File: src/rtl/cmp_sort_ctrl_if.sv
// Handshake and comparator bus for cmp_sort_ctrl.
// slave is the sorter's view; master is the source/sink/comparator side.
interface cmp_sort_ctrl_if #(
  parameter int W     = 4,
  parameter int CNT_W = 5
);
  logic             in_valid;
  logic [W-1:0]     in_data;
  logic             in_ready;
  logic [W-1:0]     cmp_a;
  logic [W-1:0]     cmp_b;
  logic             cmp_eq;
  logic             cmp_agb;
  logic             cmp_alb;
  logic             out_valid;
  logic [W-1:0]     out_data;
  logic             out_ready;
  logic             busy;
  logic [CNT_W-1:0] swap_cnt;

  modport slave (
    input  in_valid, in_data, cmp_eq, cmp_agb, cmp_alb, out_ready,
    output in_ready, cmp_a, cmp_b, out_valid, out_data, busy, swap_cnt
  );

  modport master (
    output in_valid, in_data, cmp_eq, cmp_agb, cmp_alb, out_ready,
    input  in_ready, cmp_a, cmp_b, out_valid, out_data, busy, swap_cnt
  );
endinterface

File: src/rtl/cmp_sort_ctrl.sv
// Block sorter: loads DEPTH words, bubble-sorts them with early exit using an
// external magnitude comparator, then streams the block out in ascending order.
module cmp_sort_ctrl #(
  parameter int DEPTH = 4,
  parameter int W     = 4,
  parameter int CNT_W = 5
) (
  input  logic          clk,
  input  logic          rst_n,
  cmp_sort_ctrl_if.slave bus
);
  localparam int IDX_W = (DEPTH > 2) ? $clog2(DEPTH) : 1;
  localparam logic [IDX_W-1:0] LAST_IDX = IDX_W'(DEPTH - 1);
  localparam logic [IDX_W-1:0] LAST_J   = IDX_W'(DEPTH - 2);

  typedef enum logic [1:0] {LOAD, SORT, DRAIN} state_t;

  state_t           state;
  logic [W-1:0]     mem [DEPTH];
  logic [IDX_W-1:0] wr_idx;
  logic [IDX_W-1:0] rd_idx;
  logic [IDX_W-1:0] pass;
  logic [IDX_W-1:0] j;
  logic             swapped;
  logic [CNT_W-1:0] swap_cnt_q;
  logic             in_ready_q;
  logic             out_valid_q;
  logic             busy_q;

  logic [IDX_W-1:0] j_nxt;
  logic             accept;
  logic             do_swap;
  logic             pass_end;
  logic             any_swap;
  logic             unused_cmp;

  assign j_nxt    = j + IDX_W'(1);
  assign accept   = (state == LOAD) && bus.in_valid && in_ready_q;
  assign do_swap  = (state == SORT) && bus.cmp_agb;
  assign pass_end = (j == (LAST_J - pass));
  assign any_swap = swapped | bus.cmp_agb;

  // Only AGB drives the swap decision, so EQ/ALB are informational here.
  assign unused_cmp = bus.cmp_eq ^ bus.cmp_alb;

  assign bus.cmp_a     = (state == SORT)  ? mem[j]      : '0;
  assign bus.cmp_b     = (state == SORT)  ? mem[j_nxt]  : '0;
  assign bus.out_data  = (state == DRAIN) ? mem[rd_idx] : '0;
  assign bus.in_ready  = in_ready_q;
  assign bus.out_valid = out_valid_q;
  assign bus.busy      = busy_q;
  assign bus.swap_cnt  = swap_cnt_q;

  always_ff @(posedge clk) begin
    if (accept) begin
      mem[wr_idx] <= bus.in_data;
    end else if (do_swap) begin
      mem[j]     <= mem[j_nxt];
      mem[j_nxt] <= mem[j];
    end
  end

  always_ff @(posedge clk or negedge rst_n) begin
    if (!rst_n) begin
      state       <= LOAD;
      wr_idx      <= '0;
      rd_idx      <= '0;
      pass        <= '0;
      j           <= '0;
      swapped     <= 1'b0;
      swap_cnt_q  <= '0;
      in_ready_q  <= 1'b1;
      out_valid_q <= 1'b0;
      busy_q      <= 1'b0;
    end else begin
      unique case (state)
        LOAD: begin
          if (accept) begin
            if (wr_idx == '0) swap_cnt_q <= '0;
            if (wr_idx == LAST_IDX) begin
              state      <= SORT;
              wr_idx     <= '0;
              pass       <= '0;
              j          <= '0;
              swapped    <= 1'b0;
              in_ready_q <= 1'b0;
              busy_q     <= 1'b1;
            end else begin
              wr_idx <= wr_idx + IDX_W'(1);
            end
          end
        end

        SORT: begin
          if (bus.cmp_agb) swap_cnt_q <= swap_cnt_q + CNT_W'(1);
          // The current cycle's swap counts toward the early-exit decision.
          if (pass_end) begin
            if (!any_swap || (pass == LAST_J)) begin
              state       <= DRAIN;
              out_valid_q <= 1'b1;
            end else begin
              pass    <= pass + IDX_W'(1);
              j       <= '0;
              swapped <= 1'b0;
            end
          end else begin
            j       <= j_nxt;
            swapped <= any_swap;
          end
        end

        DRAIN: begin
          if (bus.out_ready) begin
            if (rd_idx == LAST_IDX) begin
              state       <= LOAD;
              rd_idx      <= '0;
              out_valid_q <= 1'b0;
              busy_q      <= 1'b0;
              in_ready_q  <= 1'b1;
            end else begin
              rd_idx <= rd_idx + IDX_W'(1);
            end
          end
        end

        default: state <= LOAD;
      endcase
    end
  end
endmodule

File: src/flat_wrapper.sv
// flat-port wrapper written by rule: the top's interface ports become plain ports
module cmp_sort_ctrl_flat 
#(
  parameter int DEPTH = 4,
  parameter int W     = 4,
  parameter int CNT_W = 5
)
  (clk, rst_n, bus_in_valid, bus_in_data, bus_cmp_eq, bus_cmp_agb, bus_cmp_alb, bus_out_ready, bus_in_ready, bus_cmp_a, bus_cmp_b, bus_out_valid, bus_out_data, bus_busy, bus_swap_cnt);
  cmp_sort_ctrl_if #(.W(W), .CNT_W(CNT_W)) bus_i ();
  input  logic clk;
  input  logic rst_n;
  input wire logic [$bits(bus_i.in_valid)-1:0] bus_in_valid;
  input wire logic [$bits(bus_i.in_data)-1:0] bus_in_data;
  input wire logic [$bits(bus_i.cmp_eq)-1:0] bus_cmp_eq;
  input wire logic [$bits(bus_i.cmp_agb)-1:0] bus_cmp_agb;
  input wire logic [$bits(bus_i.cmp_alb)-1:0] bus_cmp_alb;
  input wire logic [$bits(bus_i.out_ready)-1:0] bus_out_ready;
  output wire logic [$bits(bus_i.in_ready)-1:0] bus_in_ready;
  output wire logic [$bits(bus_i.cmp_a)-1:0] bus_cmp_a;
  output wire logic [$bits(bus_i.cmp_b)-1:0] bus_cmp_b;
  output wire logic [$bits(bus_i.out_valid)-1:0] bus_out_valid;
  output wire logic [$bits(bus_i.out_data)-1:0] bus_out_data;
  output wire logic [$bits(bus_i.busy)-1:0] bus_busy;
  output wire logic [$bits(bus_i.swap_cnt)-1:0] bus_swap_cnt;
  assign bus_i.in_valid = bus_in_valid;
  assign bus_i.in_data = bus_in_data;
  assign bus_i.cmp_eq = bus_cmp_eq;
  assign bus_i.cmp_agb = bus_cmp_agb;
  assign bus_i.cmp_alb = bus_cmp_alb;
  assign bus_i.out_ready = bus_out_ready;
  assign bus_in_ready = bus_i.in_ready;
  assign bus_cmp_a = bus_i.cmp_a;
  assign bus_cmp_b = bus_i.cmp_b;
  assign bus_out_valid = bus_i.out_valid;
  assign bus_out_data = bus_i.out_data;
  assign bus_busy = bus_i.busy;
  assign bus_swap_cnt = bus_i.swap_cnt;
  cmp_sort_ctrl #(.DEPTH(DEPTH), .W(W), .CNT_W(CNT_W)) u_core (.clk(clk), .rst_n(rst_n), .bus(bus_i));
endmodule
File: config.mk
export PLATFORM = sky130hd
export DESIGN_NAME = cmp_sort_ctrl_flat
export DESIGN_NICKNAME = d
export VERILOG_FILES = /design/src/rtl/cmp_sort_ctrl_if.sv /design/src/rtl/cmp_sort_ctrl.sv /design/src/flat_wrapper.sv
export SDC_FILE = /design/constraint.sdc
export NUM_CORES = 1
export LEC_CHECK = 0
export CAP_MARGIN = 25
export CORE_MARGIN = 4
export CORE_UTILIZATION = 40
export DETAILED_ROUTE_END_ITERATION = 10
export GPL_TIMING_DRIVEN = 0
export PLACE_DENSITY = 0.68
export SLEW_MARGIN = 10
export SYNTH_ARGS = -nofsm -noshare
export SYNTH_HDL_FRONTEND = slang
export SYNTH_SLANG_ARGS = --single-unit
File: constraint.sdc
create_clock -name clk -period 2.7 [get_ports clk]
set_input_delay 0.54 -clock clk [delete_from_list [all_inputs] [get_ports clk]]
set_output_delay 0.54 -clock clk [all_outputs]
set_load 0.005 [all_outputs]
Word-level counts from Yosys, hierarchy flattened --
Memories as Yosys holds them, arrays and structs flattened. Cells that the tools add are included.
Word-level totals: register bits after elaboration 19, bits in latches 0, memory bits (writable) 16, bits in read-only memories 0, bits of input ports 11, output and inout port bits 20, word-level logic and storage cells 101, memories kept 1
Cells by class: $add $sub $neg 6, multiply operators 0, div/mod/pow operators 0, magnitude comparators 0, equal/unequal tests 16, shifts and indexed selects 0, mux-type cells 48, bitwise gates (word level) 1, reductions and logical operators 19
Memories:
- u_core.mem | depth 4, bits a word 4, read ports 3, clocked after Yosys merged registers in 0, wr ports 2, line cmp_sort_ctrl.sv:19 | logic [W-1:0] mem [DEPTH];
Operators with widths (number):
- 2-bit two-way mux | 15
- 1-bit two-way mux | 18
- 4-bit two-way mux | 4
- 5-bit two-way mux | 3
- 5-bit AND reduction | 3
- 2-bit inequality test, second input constant | 7
- 5-bit one-hot mux with 2 select lines | 1
- 2-bit by 1-bit adder with 2-bit output, second input constant | 4
- 2-bit equality test, second input constant | 4
- 1-bit one-hot mux with 2 select lines | 4
- 2-bit one-hot mux with 2 select lines | 2
- 4-bit AND reduction | 2
- 2-bit one-hot mux with 3 select lines | 1
- 6-bit AND reduction | 1
- 2-bit nonzero test | 3
- 5-bit by 1-bit adder with 5-bit output, second input constant | 1
- 2-bit zero test | 2
- 2-bit by 1-bit inequality test with 1-bit output, second input constant | 2
- 2-bit AND reduction | 2
- 4-bit OR reduction | 1
- 1-bit logical AND | 3
- 3-bit inequality test, second input constant | 1
- 2-bit by 1-bit equality test with 1-bit output, second input constant | 1
- 2-bit equality test | 1
- 4 further kinds | 4

Longest topological paths before layout --
word-level depth 7, gate-level depth with buffers 9

Worst setup path after synthesis --
No wires, ideal clock.
path type flip-flop to output port, start point reg u_core.j[0], end point out bus_cmp_b[0], data arrival time 1.954 ns, required time 2.160 ns, path slack 0.206 ns, cell stages (with the launch flop) 9, buffers on the path 3, cells stage by stage dfrtp_1 buf_6 clkinv_1 clkbuf_1 ha_1 buf_2 mux2_2 o21ai_0 a21oi_1
Between the ends: word-level cells in the longest chain between the ends 3
RTL lines:
- start, declared | line cmp_sort_ctrl.sv:23 | logic [IDX_W-1:0] j;
- start signal, assigned | line cmp_sort_ctrl.sv:107 | j <= j_nxt;
- 2-bit by 1-bit adder with 2-bit output | line cmp_sort_ctrl.sv:37 | assign j_nxt = j + IDX_W'(1);
- memory 4 x 4 bit
- 4-bit two-way mux | line cmp_sort_ctrl.sv:47 | assign bus.cmp_b = (state == SORT) ? mem[j_nxt] : '0;
- end, declared | line flat_wrapper.sv:20 | output wire logic [$bits(bus_i.cmp_b)-1:0] bus_cmp_b;
No other way between the ends.

Worst setup path after layout --
start point reg u_core.j[0], end point out bus_cmp_b[1]
The elaborated chain is that of the path after synthesis.

==> qor.yml <==
floorplanning:
  dieArea_um2: 7660
  row_count: 28
  initial_utilization_pct: 42.0
  core-area_um2: 6030
  die_y_um: 87.5
  die_x_um: 87.5
  io_pins: 31
placed_design:
  dp_hpwl_mm: 5.35
  postPlaceCellArea_um2: 2900
  io_buffers: 28
  gp_congestion: 0.990
synthesis:
  async_reset_ff_share_pct: 54.3
  yosys_warnings: 0
  synthXorXnorAreaFrac_pct: 1.04
  syn-num-nets: 301
  synth_fa_ha_area_share_pct: 4.45
  syn_inst: 281
  synthFlopType: "dfrtp_1"
  synth-compound-area-share_pct: 21.9
  synth-edff-count: 16
  synth_mux_area_share_pct: 11.5
  synth.distinct_cells: 47
  yosys.area_share.simple_pct: 18.2
  synth-seq-cells: 35
  synth_top_family_by_area: "compound AO/OA/AOI/OAI gates"
  mappedNetlistArea_um2: 2530
  ys_seq_area_share_pct: 37.8
  syn_area_per_cell_um2: 9.00
sta:
  drv_slew: 0
  max_freq_mhz: 386
  hold_violations: 0
  fin_skew_ps: 14.6
  max-slew-margin-rel_pct: 42.9
  fin_crit_ps: 2590
  period_share_pct: 96.0
  setup_viol: 0
  worstMarginPinSlew_ps: 853
worst_hold_path:
  hold_path_depth: 2
  hold_path_end: "u_core.bus.busy"
  worstHoldStart: "u_core.bus.busy"
  hold_path_class: "reg2reg"
cells_and_area:
  diodes: 0
  drive_gt1_share_pct: 18.4
  fin_nets: 345
  areaGrowthSynthToFinish_pct: 28.1
  final_cell_area_um2: 3240
power:
  power_mw: 4.65
  power_density_nw_per_um2: 1440
  ir_drop_mv: 0.540
  p_leak_nw: 1.25
worst_setup_path:
  crit_chain: "buf_6 -> clkinv_8 -> ha_4 -> buf_12 -> mux2_4 -> o21ai_4 -> a21oi_2 -> clkdlybuf4s15_2"
  worst-path-buf-inv: 4
  r2r_cells: 9
  worstPathArrival_ps: 2050
  crit_slowest_cell: "dfrtp_1"
  cp-start-kind: "flip-flop"
  end_kind: "output pin"
  path_max_fanout: 18
  crit_family: "buffers and inverters"
  rrSetupSlack_ps: 470
  reg2reg_from: "u_core.j[0]"
  crit_type: "reg2out"
  slowest_delay_ps: 360
  required_ps: 2160
  r2r-end: "u_core.mem[3][1]"
global_routing:
  grt_pass1_wl_mm: 11.8
  grt_overflow_total: 0
  grt_usage_pct: 20.2
  antenna_found_initial: 0
  grt_max_degree: 20
  grt_pass1_vias: 2255
job:
  drv_cap: 0
clocking:
  cts.htree.levels: 2
  holdBufCountCts: 0
  cts_made_buffers: 5
  cts_sinks: 35
  clock_path_buffers: 2
  cts_tree: "yes"
  clock_latency_ps: 300
  clk_pin_slew_worst_paths_ps: 80
  cts_root_buffer: "clkbuf_8"
routing:
  viasPerCell: 6.05
  drtPass1Iterations: 5
  via_count: 2426
  postRouteAntennaNets: 0
  drc: 0
  first_iter_violations: 283
  postRouteWirelength_mm: 7.40
  wl_per_cell_um: 18.4
outcome:
  status: "finished clean"
state kept, by name, indices dropped and copies added, names as in the netlist:
register              count
u_core.bus.out_valid      1
u_core.swapped            1
u_core.bus.in_ready       1
u_core.j                  2
u_core.state              2
u_core.bus.busy           1
u_core.pass               2
u_core.rd_idx             2
u_core.mem               16
u_core.bus.swap_cnt       5
u_core.wr_idx             2
worst max path at each step:
stage	slack, ps	cells after the start	to	start
global route	-10	6	bus_cmp_a[2]	u_core.j[0]
floorplan	210	8	bus_cmp_b[0]	u_core.j[0]
detailed placement	-590	9	bus_cmp_b[1]	u_core.j[0]
global placement	-610	8	bus_cmp_b[3]	u_core.j[0]
finish	110	8	bus_cmp_b[1]	u_core.j[0]
CTS	2	9	bus_cmp_b[0]	u_core.j[0]
Yosys cell counts (4+ instances only):
library cell,count,area share [%]
nand3_1,20,4.0
nand2_1,48,7.1
mux4_2,4,3.6
nor2_1,11,1.6
a31oi_1,4,0.99
o21ai_0,31,6.1
and2_1,5,1.2
mux2i_1,10,4.0
o221ai_1,13,4.5
o31ai_1,5,1.5
nand2b_1,4,0.99
inv_1,8,1.2
buf_2,6,1.2
edfxtp_1,16,19
mux2_2,9,4.0
a21oi_1,16,3.2
dfrtp_1,18,18
ha_1,9,4.5
cells by family after synthesis:
family                     count (synthesis)
muxes                                     23
and+or+nand+nor                           99
adders and majority gates                  9
buffers and inverters                     25
xor gates and xnor gates                   3
DFF                                       35
AOI/OAI and AO/OA                         87
worst register-to-register path, delay by kind of cell (launching register included):
family | cells | cell delay, ps
adder cells (fa/ha/maj) | 1 | 300
flip-flops | 1 | 360
AO/OA/AOI/OAI | 2 | 320
multiplexers | 1 | 330
buffers and inverters | 5 | 650
final cells by class:
class | instances | area (um2)
Fill cell | 550 | 2780
Multi-Input combinational cell | 221 | 1550
Sequential cell | 35 | 958
Timing Repair Buffer | 39 | 370
Buffer | 14 | 119
Clock buffer | 7 | 97.6
Tap cell | 75 | 93.8
Inverter | 9 | 46.3
Clock inverter | 1 | 6.26
timing repair:
item,CTS,global route
resized for setup,44,9
endpoints found under the setup margin,14,5
setup buffers,10,1
power by group:
part | switching [mW] | internal (mW) | total, mW
Combinational | 1.68 | 1.47 | 3.16
Clock | 0.202 | 0.239 | 0.442
Sequential | 0.227 | 0.829 | 1.06
metrics by stage:
step	hold WS (ps)	cells	worst slack (ps)	TNS [ps]	util, %
after floorplan	244	281	206	0	-
final	484	401	109	0	53.8
after global placement	459	384	-609	-2660	48.2
after global routing	513	401	-10.2	-10.2	53.8
after detailed placement	468	384	-588	-2570	48.2
after CTS	488	401	2.23	0	53.7
per-layer routing:
layer	GRT usage, %	wire length (um)
met2	31.5	3390
met1	29.2	3290
met4	6.42	192
met3	2.54	522
met5	0	0
cell usage in the layout (no fill, tap or decap), types with 6 or more instances in the layout:
cell / count
ha_1: 8
nand3_1: 20
mux2i_1: 6
clkdlybuf4s50_1: 24
nand2_1: 48
buf_4: 11
nor2_1: 10
inv_1: 7
o221ai_1: 13
dfrtp_1: 17
edfxtp_1: 16
a21oi_1: 15
o21ai_0: 28
(Power assumes the default switching activity.)
